<file path="src/rtl/fetch_unit_pkg.sv">
// Shared definitions for the instruction fetch stage: FSM states, the NOP
// bubble word, the PC step and the default reset PC.
package fetch_unit_pkg;

    // At most one memory request is ever outstanding, so two states suffice.
    typedef enum logic {
        FETCH = 1'b0,  // may issue a request
        WAIT  = 1'b1   // request granted, waiting for its response
    } fetch_state_e;

    localparam logic [31:0] RESET_PC_DEFAULT = 32'h0000_0000;
    localparam logic [31:0] NOP_INSTR        = 32'h0000_0000;
    localparam logic [31:0] PC_INCR          = 32'd4;

    // Sequential successor of a PC; 32-bit modulo, so 32'hFFFF_FFFC wraps to 0.
    function automatic logic [31:0] next_seq_pc(input logic [31:0] pc);
        return pc + PC_INCR;
    endfunction

endpackage

</file>
<file path="src/rtl/fetch_buffer.sv">
// One-entry holding register between instruction memory and IF/ID.
// Flush beats load beats consume; outputs read as a bubble when empty.
module fetch_buffer
    import fetch_unit_pkg::*;
(
    input  logic        clk,
    input  logic        rst_n,
    input  logic        flush_i,
    input  logic        load_i,
    input  logic        consume_i,
    input  logic [31:0] pc_i,
    input  logic [31:0] ins_i,
    output logic        valid_o,
    output logic [31:0] pc_o,
    output logic [31:0] ins_o
);

    logic        valid_q;
    logic [31:0] pc_q;
    logic [31:0] ins_q;

    // Track whether the entry is live and capture each accepted response.
    always_ff @(posedge clk or negedge rst_n) begin
        if (!rst_n) begin
            valid_q <= 1'b0;
            // NOTE: the payload is reset too (not only the valid bit) so the
            // outputs are defined zeros straight out of reset.
            pc_q    <= 32'h0;
            ins_q   <= NOP_INSTR;
        end else if (flush_i) begin
            valid_q <= 1'b0;
        end else if (load_i) begin
            // NOTE: non-blocking assignments keep every register sampling the
            // pre-edge values, independent of statement order.
            valid_q <= 1'b1;
            pc_q    <= pc_i;
            ins_q   <= ins_i;
        end else if (consume_i) begin
            valid_q <= 1'b0;
        end
    end

    assign valid_o = valid_q;
    assign pc_o    = valid_q ? pc_q  : 32'h0;
    assign ins_o   = valid_q ? ins_q : NOP_INSTR;

endmodule

</file>
<file path="src/rtl/fetch_unit.sv">
// Instruction fetch stage: owns the PC, runs the req/gnt/rvalid handshake
// with instruction memory (one request in flight at most) and feeds IF/ID
// from a one-entry buffer, honouring stalls, branch redirects and CP0
// exception redirects.
module fetch_unit
    import fetch_unit_pkg::*;
#(
    parameter logic [31:0] RESET_PC = RESET_PC_DEFAULT
) (
    input  logic        clk,
    input  logic        rst,
    input  logic        cpu_en,
    input  logic        id_shouldStall,
    input  logic        id_shouldJumpOrBranch,
    input  logic [31:0] id_target,
    input  logic        exceptClear,
    input  logic [31:0] except_vector,
    output logic        imem_req,
    output logic [31:0] imem_addr,
    input  logic        imem_gnt,
    input  logic        imem_rvalid,
    input  logic [31:0] imem_rdata,
    output logic [31:0] if_pc_4,
    output logic [31:0] if_instruction,
    output logic        if_valid
);

    fetch_state_e state_q;
    logic [31:0]  pc_q, pc_d;
    logic [31:0]  req_pc_q;
    logic         kill_q;

    logic         buf_v;
    logic [31:0]  buf_pc;
    logic [31:0]  buf_ins;

    logic         jump;
    logic         redirect;
    logic [31:0]  redirect_pc;
    logic         consume;
    logic         fire;
    logic         rsp;
    logic         load;

    // Handshake qualifiers, redirect arbitration and next PC.
    always_comb begin
        // Exception redirect ignores cpu_en; a branch only acts when enabled.
        jump        = id_shouldJumpOrBranch & cpu_en;
        redirect    = exceptClear | jump;
        redirect_pc = exceptClear ? except_vector : id_target;
        consume     = buf_v & cpu_en & ~id_shouldStall;
        // A new request only when the buffer will have room at the edge.
        imem_req    = (state_q == FETCH) & rst & cpu_en & (~buf_v | consume);
        fire        = imem_req & imem_gnt;
        rsp         = (state_q == WAIT) & imem_rvalid;
        // A response is kept only if no redirect has made it stale.
        load        = rsp & ~kill_q & ~redirect;
        // NOTE: default first, so every path assigns pc_d and no latch forms.
        pc_d        = pc_q;
        if (redirect) begin
            pc_d = redirect_pc;
        end else if (fire) begin
            pc_d = next_seq_pc(pc_q);
        end
    end

    // Fetch FSM: PC, address of the request in flight and the kill flag
    // that discards a response belonging to a redirected-away stream.
    always_ff @(posedge clk or negedge rst) begin
        if (!rst) begin
            state_q  <= FETCH;
            pc_q     <= RESET_PC;
            req_pc_q <= 32'h0;
            kill_q   <= 1'b0;
        end else begin
            pc_q <= pc_d;
            case (state_q)
                FETCH: begin
                    if (fire) begin
                        req_pc_q <= pc_q;
                        state_q  <= WAIT;
                        // Granted in the same cycle as a redirect: the data
                        // coming back is for the old stream.
                        kill_q   <= redirect;
                    end
                end
                WAIT: begin
                    if (imem_rvalid) begin
                        state_q <= FETCH;
                        kill_q  <= 1'b0;
                    end else if (redirect) begin
                        kill_q  <= 1'b1;
                    end
                end
                default: state_q <= FETCH;
            endcase
        end
    end

    fetch_buffer u_fetch_buffer (
        .clk       (clk),
        .rst_n     (rst),
        .flush_i   (redirect),
        .load_i    (load),
        .consume_i (consume),
        .pc_i      (req_pc_q),
        .ins_i     (imem_rdata),
        .valid_o   (buf_v),
        .pc_o      (buf_pc),
        .ins_o     (buf_ins)
    );

    assign imem_addr      = pc_q;
    assign if_valid       = buf_v;
    assign if_instruction = buf_ins;
    assign if_pc_4        = buf_v ? next_seq_pc(buf_pc) : 32'h0;

endmodule

</file>
<file path="config.mk">
export PLATFORM = sky130hd
export DESIGN_NAME = fetch_unit
export DESIGN_NICKNAME = d
export VERILOG_FILES = /design/src/rtl/fetch_unit_pkg.sv /design/src/rtl/fetch_buffer.sv /design/src/rtl/fetch_unit.sv
export SDC_FILE = /design/constraint.sdc
export NUM_CORES = 1
export LEC_CHECK = 0
export BUFFER_PORTS_ARGS = -buffer_cell sky130_fd_sc_hd__buf_2
export CORE_MARGIN = 2
export CORE_UTILIZATION = 47
export DETAILED_ROUTE_END_ITERATION = 10
export GPL_ROUTABILITY_DRIVEN = 0
export PLACE_DENSITY = 0.73
export SKIP_LAST_GASP = 1
export SLEW_MARGIN = 0
export SYNTH_ARGS = -nofsm -noshare
export SYNTH_HDL_FRONTEND = slang
export SYNTH_SLANG_ARGS = --single-unit
</file>
<file path="constraint.sdc">
create_clock -name clk -period 2.58 [get_ports clk]
set_input_delay 0.387 -clock clk [delete_from_list [all_inputs] [get_ports clk]]
set_output_delay 0.387 -clock clk [all_outputs]
set_load 0.01 [all_outputs]
</file>
==> impl_results.md, run 1 <==
* Status: finished, violations left
* Violated checks: setup timing
* Starting Density at 48.0%
* Final hold slack at 0.171 ns
* Final worst setup slack at -0.0442 ns
* Largest area contributor in the netlist: dfrtp_1
* Iteration-0 DRC Markers at 459
* Hold Path Class: primary input to async pin
* Average wire per standard cell at 16.6 µm
* Total congestion overflow at 0
* WL final at 18700 µm
* Layout cells sized above 1 at 37.3%
* Buffers on Ports at 201
* Fin util at 61.2%
* Sequential area share after synthesis at 47.2%
* Post-Syn Nets at 828
* Drt drc at 0
* Leakage at 0.00433 µW
* Fmax at 381 MHz
* Clock Pin Slew Worst Setup and Hold Paths at 0.06 ns
* Top cells by area, synth: dfrtp_1 47%, mux2_2 10%, nand2_1 7.8%
* DIE AREA at 0.0158 mm²
* Worst-Margin Slew at 0.842 ns
* Hold Fails Final Rpt at 0
* Reg2reg end: imem_addr[12]
* Max_slew headroom at 43.9%
* Clock period minus worst slack at 2.62 ns
* Worst VDD drop at 0.000448 V
* CTS tree: yes
* Critical path capture point type: output port
* Synth cell types at 54
* Power after layout at 6400 µW
* Num CTS Buffers at 17
* Ant diodes at 0
* Synth top area share at 47.2%
* Worst flop-to-flop path startpoint: u_fetch_buffer.valid_o
* Vias/cell at 5.38
* Element type at the critical path start: flip-flop
* CP Class: flip-flop to output port
* Critical path required time at 2.19 ns
* Max Buffers Root-to-Sink at 2
* Crit path max fanout at 5
* FF-to-FF path depth at 7
* Final HPWL DP at 13600 µm
* Detail Route Antenna Nets at 0
* Arr. time, crit path at 2.24 ns
* Clock Skew at 0.00667 ns
* Pin count of the biggest net entering global routing at 70
* Most frequent cells in the layout: 200 x buf_2, 144 x nand2_1, 127 x dfrtp_1, 63 x mux2_2, 42 x and2_1
* Initial antenna violation count at 0
* Final period util at 102%
* IO Count at 202
* Commonest non-fill, non-tap cell in the layout: buf_2
* Fillers at 1280
* Nets@finish at 1032
* H-tree Lvls at 4
* Core ar. at 0.0145 mm²
* Die H at 126 µm
* Design area at 0.00886 mm²
* First-pass GRT wire length at 29700 µm
* Finish-stage setup viols at 1
* Mapped Area at 0.00694 mm²
* Row count at 44
* Setup slack, reg-to-reg at 0.31 ns
* Post-Syn Instances at 722
* CTS Sinks at 131
* Die width at 126 µm
* Asr flop ratio synth at 100%
* Mean Syn Cell Area at 9.62 µm²
* Ys Warns at 0
* Max Cap Viol at 0
* Ys flop type: dfrtp_1
* Cts hold-fix bufs at 0
* Placed cell areas at 0.00817 mm²
* GRT Overall Usage at 23.6%
* Clock Root Buffer: clkbuf_16
* Area growth syn-to-layout at 27.6%
* Vias in the first global route at 5741
* #FFs+latches synth at 131
* Worst-Skew Late Latency at 0.41 ns
* TritonRoute pass-1 iters at 5
* Pwr dens at 722 mW/mm²
* Max-slew violation count at 0
* EDFF count, synth at 0
* Unrepaired setup endpoints after global routing: yes
* Via count at 6039
* Setup tns final at -0.0442 ns
## registers in the layout (all words and copies together), names as in the netlist
name	cells
u_fetch_buffer.pc_q	32
state_q	1
kill_q	1
req_pc_q	32
u_fetch_buffer.ins_q	32
imem_addr	32
u_fetch_buffer.valid_o	1
## critical path, cell delays in order, from the launching register on
cell and delay (ns):
dfrtp_2 0.43, and2_4 0.18, ha_4 0.14, and3_4 0.19, nand4_1 0.20, or3_1 0.42
a21oi_1 0.12, buf_2 0.14
## synth_stat cells (all sizes together) (5+ instances only)
cell	instances
nor2b	7
xnor2	19
buf	15
a21oi	25
mux2i	8
inv	10
or3	9
and2	44
nor4	6
nor3	14
and3	15
nand4	19
xor2	17
mux2	63
nand2b	6
and4	12
nand2	144
o21ai	24
nor3b	5
a221oi	6
nor2	31
clkbuf	28
dfrtp	131
nand3	21
## stage by stage
stage | setup slack (ns) | cells
after floorplan | 0.0181 | 722
after global placement | 0.211 | 1082
after detailed placement | 0.156 | 1082
after CTS | 0.00391 | 1119
after global routing | -0.136 | 1123
final | -0.0442 | 1123
## logic make-up (layout without fill, tap and decap cells)
logic type / count (synthesis) / count (layout) / synth area share, %
buf+inv: 54 / 271 / 3.28
flops: 131 / 131 / 47.2
fa+ha+maj: 2 / 2 / 0.360
simple gates: 338 / 338 / 24.5
xor+xnor: 36 / 36 / 4.54
compound gates: 90 / 90 / 8.74
mux: 71 / 71 / 11.4
## worst max path at each step
stage / from / endpoint / slack [ns] / cells after the start
global placement: u_fetch_buffer.valid_o / if_pc_4[14] / 0.21 / 8
floorplan: u_fetch_buffer.valid_o / if_pc_4[14] / 0.02 / 10
finish: u_fetch_buffer.valid_o / if_pc_4[24] / -0.04 / 7
detailed placement: u_fetch_buffer.valid_o / if_pc_4[14] / 0.16 / 8
global route: u_fetch_buffer.valid_o / if_pc_4[24] / -0.14 / 7
CTS: u_fetch_buffer.pc_q[12] / if_pc_4[31] / 0.004 / 6
## where the power goes
group          switching [µW]  leakage, µW  total [µW]  internal (µW)
sequential                466      0.00166        3050           2580
clock                     877     0.000267        2240           1370
combinational             504      0.00240        1110            601
total                    1850      0.00433        6400           4550
## layer usage
metal | share of wire, % | wire [µm] | track usage [%] | vias up
li1 | - | - | - | 2933
met1 | 46 | 8600 | 33.8 | 2867
met2 | 47 | 8750 | 36.1 | 204
met3 | 5.1 | 944 | 4.49 | 35
met4 | 2.1 | 401 | 8.30 | 0
met5 | 0 | 0 | 0 | -
## cell type report
cell class	instances	area (µm²)	area share, %
clock buffers	19	453	5.11
flip-flops and latches	131	3280	37.1
repair buffers	228	1260	14.2
well taps	184	230	2.60
clock inverters	13	110	1.24
multi-input cells	537	3480	39.3
inverters	11	41.3	0.466
## what timing repair did
item | 4_1_cts | 5_1_grt
resized for setup | 6 | 10
pin swaps | 0 | 8
setup endpoints to repair | 15 | 12
buffers inserted | 5 | 4
(Power assumes the default switching activity.)
==> run 2, diff against run 1 <==
Settings changed: CELL_PAD_IN_SITES_DETAIL_PLACEMENT set to 1, CELL_PAD_IN_SITES_GLOBAL_PLACEMENT set to 1, CORE_UTILIZATION 47 to 35.
==> impl_results.md, run 2 (synthesized netlist as in run 1, its figures left out) <==
* Worst-Margin Slew at 0.725 ns (was 0.842 ns)
* Nets@finish at 1031 (was 1032)
* CP bufs+invs at 1 (unchanged)
* Clock period minus worst slack at 2.61 ns (was 2.62 ns)
* Vias/cell at 5.09 (was 5.38)
* Critical path required time at 2.19 ns (about the same)
* Starting Density at 35.7% (was 48.0%)
* Cell-internal power at 4740 µW (was 4550 µW)
* Fmax at 384 MHz (was 381 MHz)
* CP delay by family, top: simple AND/OR/NAND/NOR gates (unchanged)
* CTS tree: yes (unchanged)
* Layout cells sized above 1 at 37.0% (was 37.3%)
* Iteration-0 DRC Markers at 293 (was 459)
* First-pass GRT wire length at 33400 µm (was 29700 µm)
* WL final at 21000 µm (was 18700 µm)
* Power after layout at 6610 µW (was 6400 µW)
* Cts hold-fix bufs at 0 (unchanged)
* Logic pwr share at 16.6% (was 17.3%)
* Clock Power Share at 37.2% (was 35.1%)
* Violated checks: setup timing (unchanged)
* Status: finished, violations left (unchanged)
* Max-slew violation count at 0 (unchanged)
* Core ar. at 0.0195 mm² (was 0.0145 mm²)
* Setup tns final at -0.0646 ns (was -0.0442 ns)
* Fillers at 2276 (was 1280)
* Area growth syn-to-layout at 29.3% (was 27.6%)
* Max Buffers Root-to-Sink at 2 (unchanged)
* Final hold slack at 0.116 ns (was 0.171 ns)
* Final period util at 101% (was 102%)
* Arr. time, crit path at 2.22 ns (was 2.24 ns)
* Crit path max fanout at 7 (was 5)
* H-tree Lvls at 4 (unchanged)
* TritonRoute pass-1 iters at 5 (unchanged)
* Leakage at 0.00435 µW (was 0.00433 µW)
* Finish-stage setup viols at 4 (was 1)
* Part of the power in registers at 46.2% (was 47.7%)
* Max Cap Viol at 0 (unchanged)
* Num CTS Buffers at 17 (unchanged)
* GRT Overall Usage at 20.6% (was 23.6%)
* Unrepaired setup endpoints after global routing: yes (unchanged)
* Total congestion overflow at 0 (unchanged)
* Hold Fails Final Rpt at 0 (unchanged)
* IO Count at 202 (unchanged)
* CP cell instances: and2_4 > ha_4 > and3_4 > nand4_1 > or3_1 > a21oi_2 > buf_2 (was and2_4 > ha_4 > and3_4 > nand4_1 > or3_1 > a21oi_1 > buf_2)
* Net Sw Power at 1870 µW (was 1850 µW)
* Clock Root Buffer: clkbuf_16 (unchanged)
* Element type at the critical path start: flip-flop (unchanged)
* Commonest non-fill, non-tap cell in the layout: buf_2 (unchanged)
* Buffers on Ports at 201 (unchanged)
* Die H at 145 µm (was 126 µm)
* Worst-Skew Late Latency at 0.42 ns (was 0.41 ns)
* Max_slew headroom at 51.6% (was 43.9%)
* CP max-delay cell: dfrtp_2 (unchanged)
* CP max stage delay at 0.44 ns (was 0.43 ns)
* Footprint of the multi-input gates at 0.00349 mm² (was 0.00348 mm²)
* DIE AREA at 0.0210 mm² (was 0.0158 mm²)
* Hold Path Class: primary input to async pin (unchanged)
* Fin util at 46.1% (was 61.2%)
* Vias in the first global route at 6228 (was 5741)
* Switching share of power at 28.3% (was 28.9%)
* Final worst setup slack at -0.0268 ns (was -0.0442 ns)
* Ant diodes at 0 (unchanged)
* Drt drc at 0 (unchanged)
* Pwr dens at 737 mW/mm² (was 722 mW/mm²)
* Via count at 6123 (was 6039)
* Detail Route Antenna Nets at 0 (unchanged)
* Most frequent cells in the layout: 200 x buf_2, 144 x nand2_1, 129 x dfrtp_1, 63 x mux2_2, 41 x and2_1 (was 200 x buf_2, 144 x nand2_1, 127 x dfrtp_1, 63 x mux2_2, 42 x and2_1)
* Clock Pin Slew Worst Setup and Hold Paths at 0.05 ns (was 0.06 ns)
* Row count at 51 (was 44)
* Critical path capture point type: output port (unchanged)
* CP Class: flip-flop to output port (unchanged)
* FF+latch area at 0.00328 mm² (about the same)
* Initial antenna violation count at 1 (was 0)
* Final Non-Filler Cells at 1203 (was 1123)
* Placed insts at 1164 (was 1082)
* Worst VDD drop at 0.000432 V (was 0.000448 V)
* Pin count of the biggest net entering global routing at 133 (was 70)
* Clock Skew at 0.00581 ns (was 0.00667 ns)
* Die width at 145 µm (was 126 µm)
* CTS Sinks at 131 (unchanged)
* Average wire per standard cell at 17.4 µm (was 16.6 µm)
* Final HPWL DP at 15400 µm (was 13600 µm)
run 2: cell count changes in the layout (fill, tap and decap cells not counted), sizes merged:
cell      before  now
clkinvlp       5    1
clkbuf        19   22
bufinv         1    3
buf          228  227
inv           11   10
run 2: metal layers:
metal / vias to the layer above / GRT usage (%) / part of all wire (%)
li1: 2935 / - / -
met5: - / 0 / 0
met4: 0 / 6.54 / 1.5
met2: 159 / 31.7 / 46
met1: 3006 / 29.0 / 47
met3: 23 / 4.61 / 5.1
run 2: cell type report:
cell class / instances / share of cell area (%)
clock buffers: 22 / 5.17
clock inverters: 10 / 1.46
inverters: 11 / 0.460
multi-input cells: 537 / 38.9
flip-flops and latches: 131 / 36.5
well taps: 265 / 3.69
repair buffers: 227 / 13.7
run 2: through the flow:
stage          setup slack [ns]  instance area, µm²
2_1_floorplan            0.0181                6950
3_3_place_gp              0.228                8270
3_5_place_dp              0.182                8270
4_1_cts                 -0.0900                8950
5_1_grt                  -0.175                8980
6_report                -0.0268                8980
run 2: path summary, 6_finish.rpt:
check / to / slack (ns) / startpoint / depth (start not counted)
setup / recovery: if_pc_4[24] / -0.03 / u_fetch_buffer.valid_o / 7
hold / removal: u_fetch_buffer.pc_q[30] / 0.12 / rst / 2
hold reg to reg: req_pc_q[0] / 0.47 / req_pc_q[0] / 2
min in group clk: imem_addr[1] / 0.17 / except_vector[1] / 3
max in group asynchronous: u_fetch_buffer.valid_o / 1.88 / rst / 2
setup reg to reg: imem_addr[12] / 0.39 / u_fetch_buffer.valid_o / 6
run 2: repair_timing:
action	in CTS	in global routing
gates resized for setup	13	6
gates cloned	0	0
pin swaps	9	4
endpoints found under the setup margin	15	17
buffers inserted	6	1
run 2: power by group through the flow:
stage	combinational (µW)	clock, µW	sequential (µW)
floorplan	722	0	2930
global placement	1060	0	3040
detailed placement	1100	0	3080
CTS	1120	2520	3050
global route	1230	2600	3140
finish	1100	2460	3060
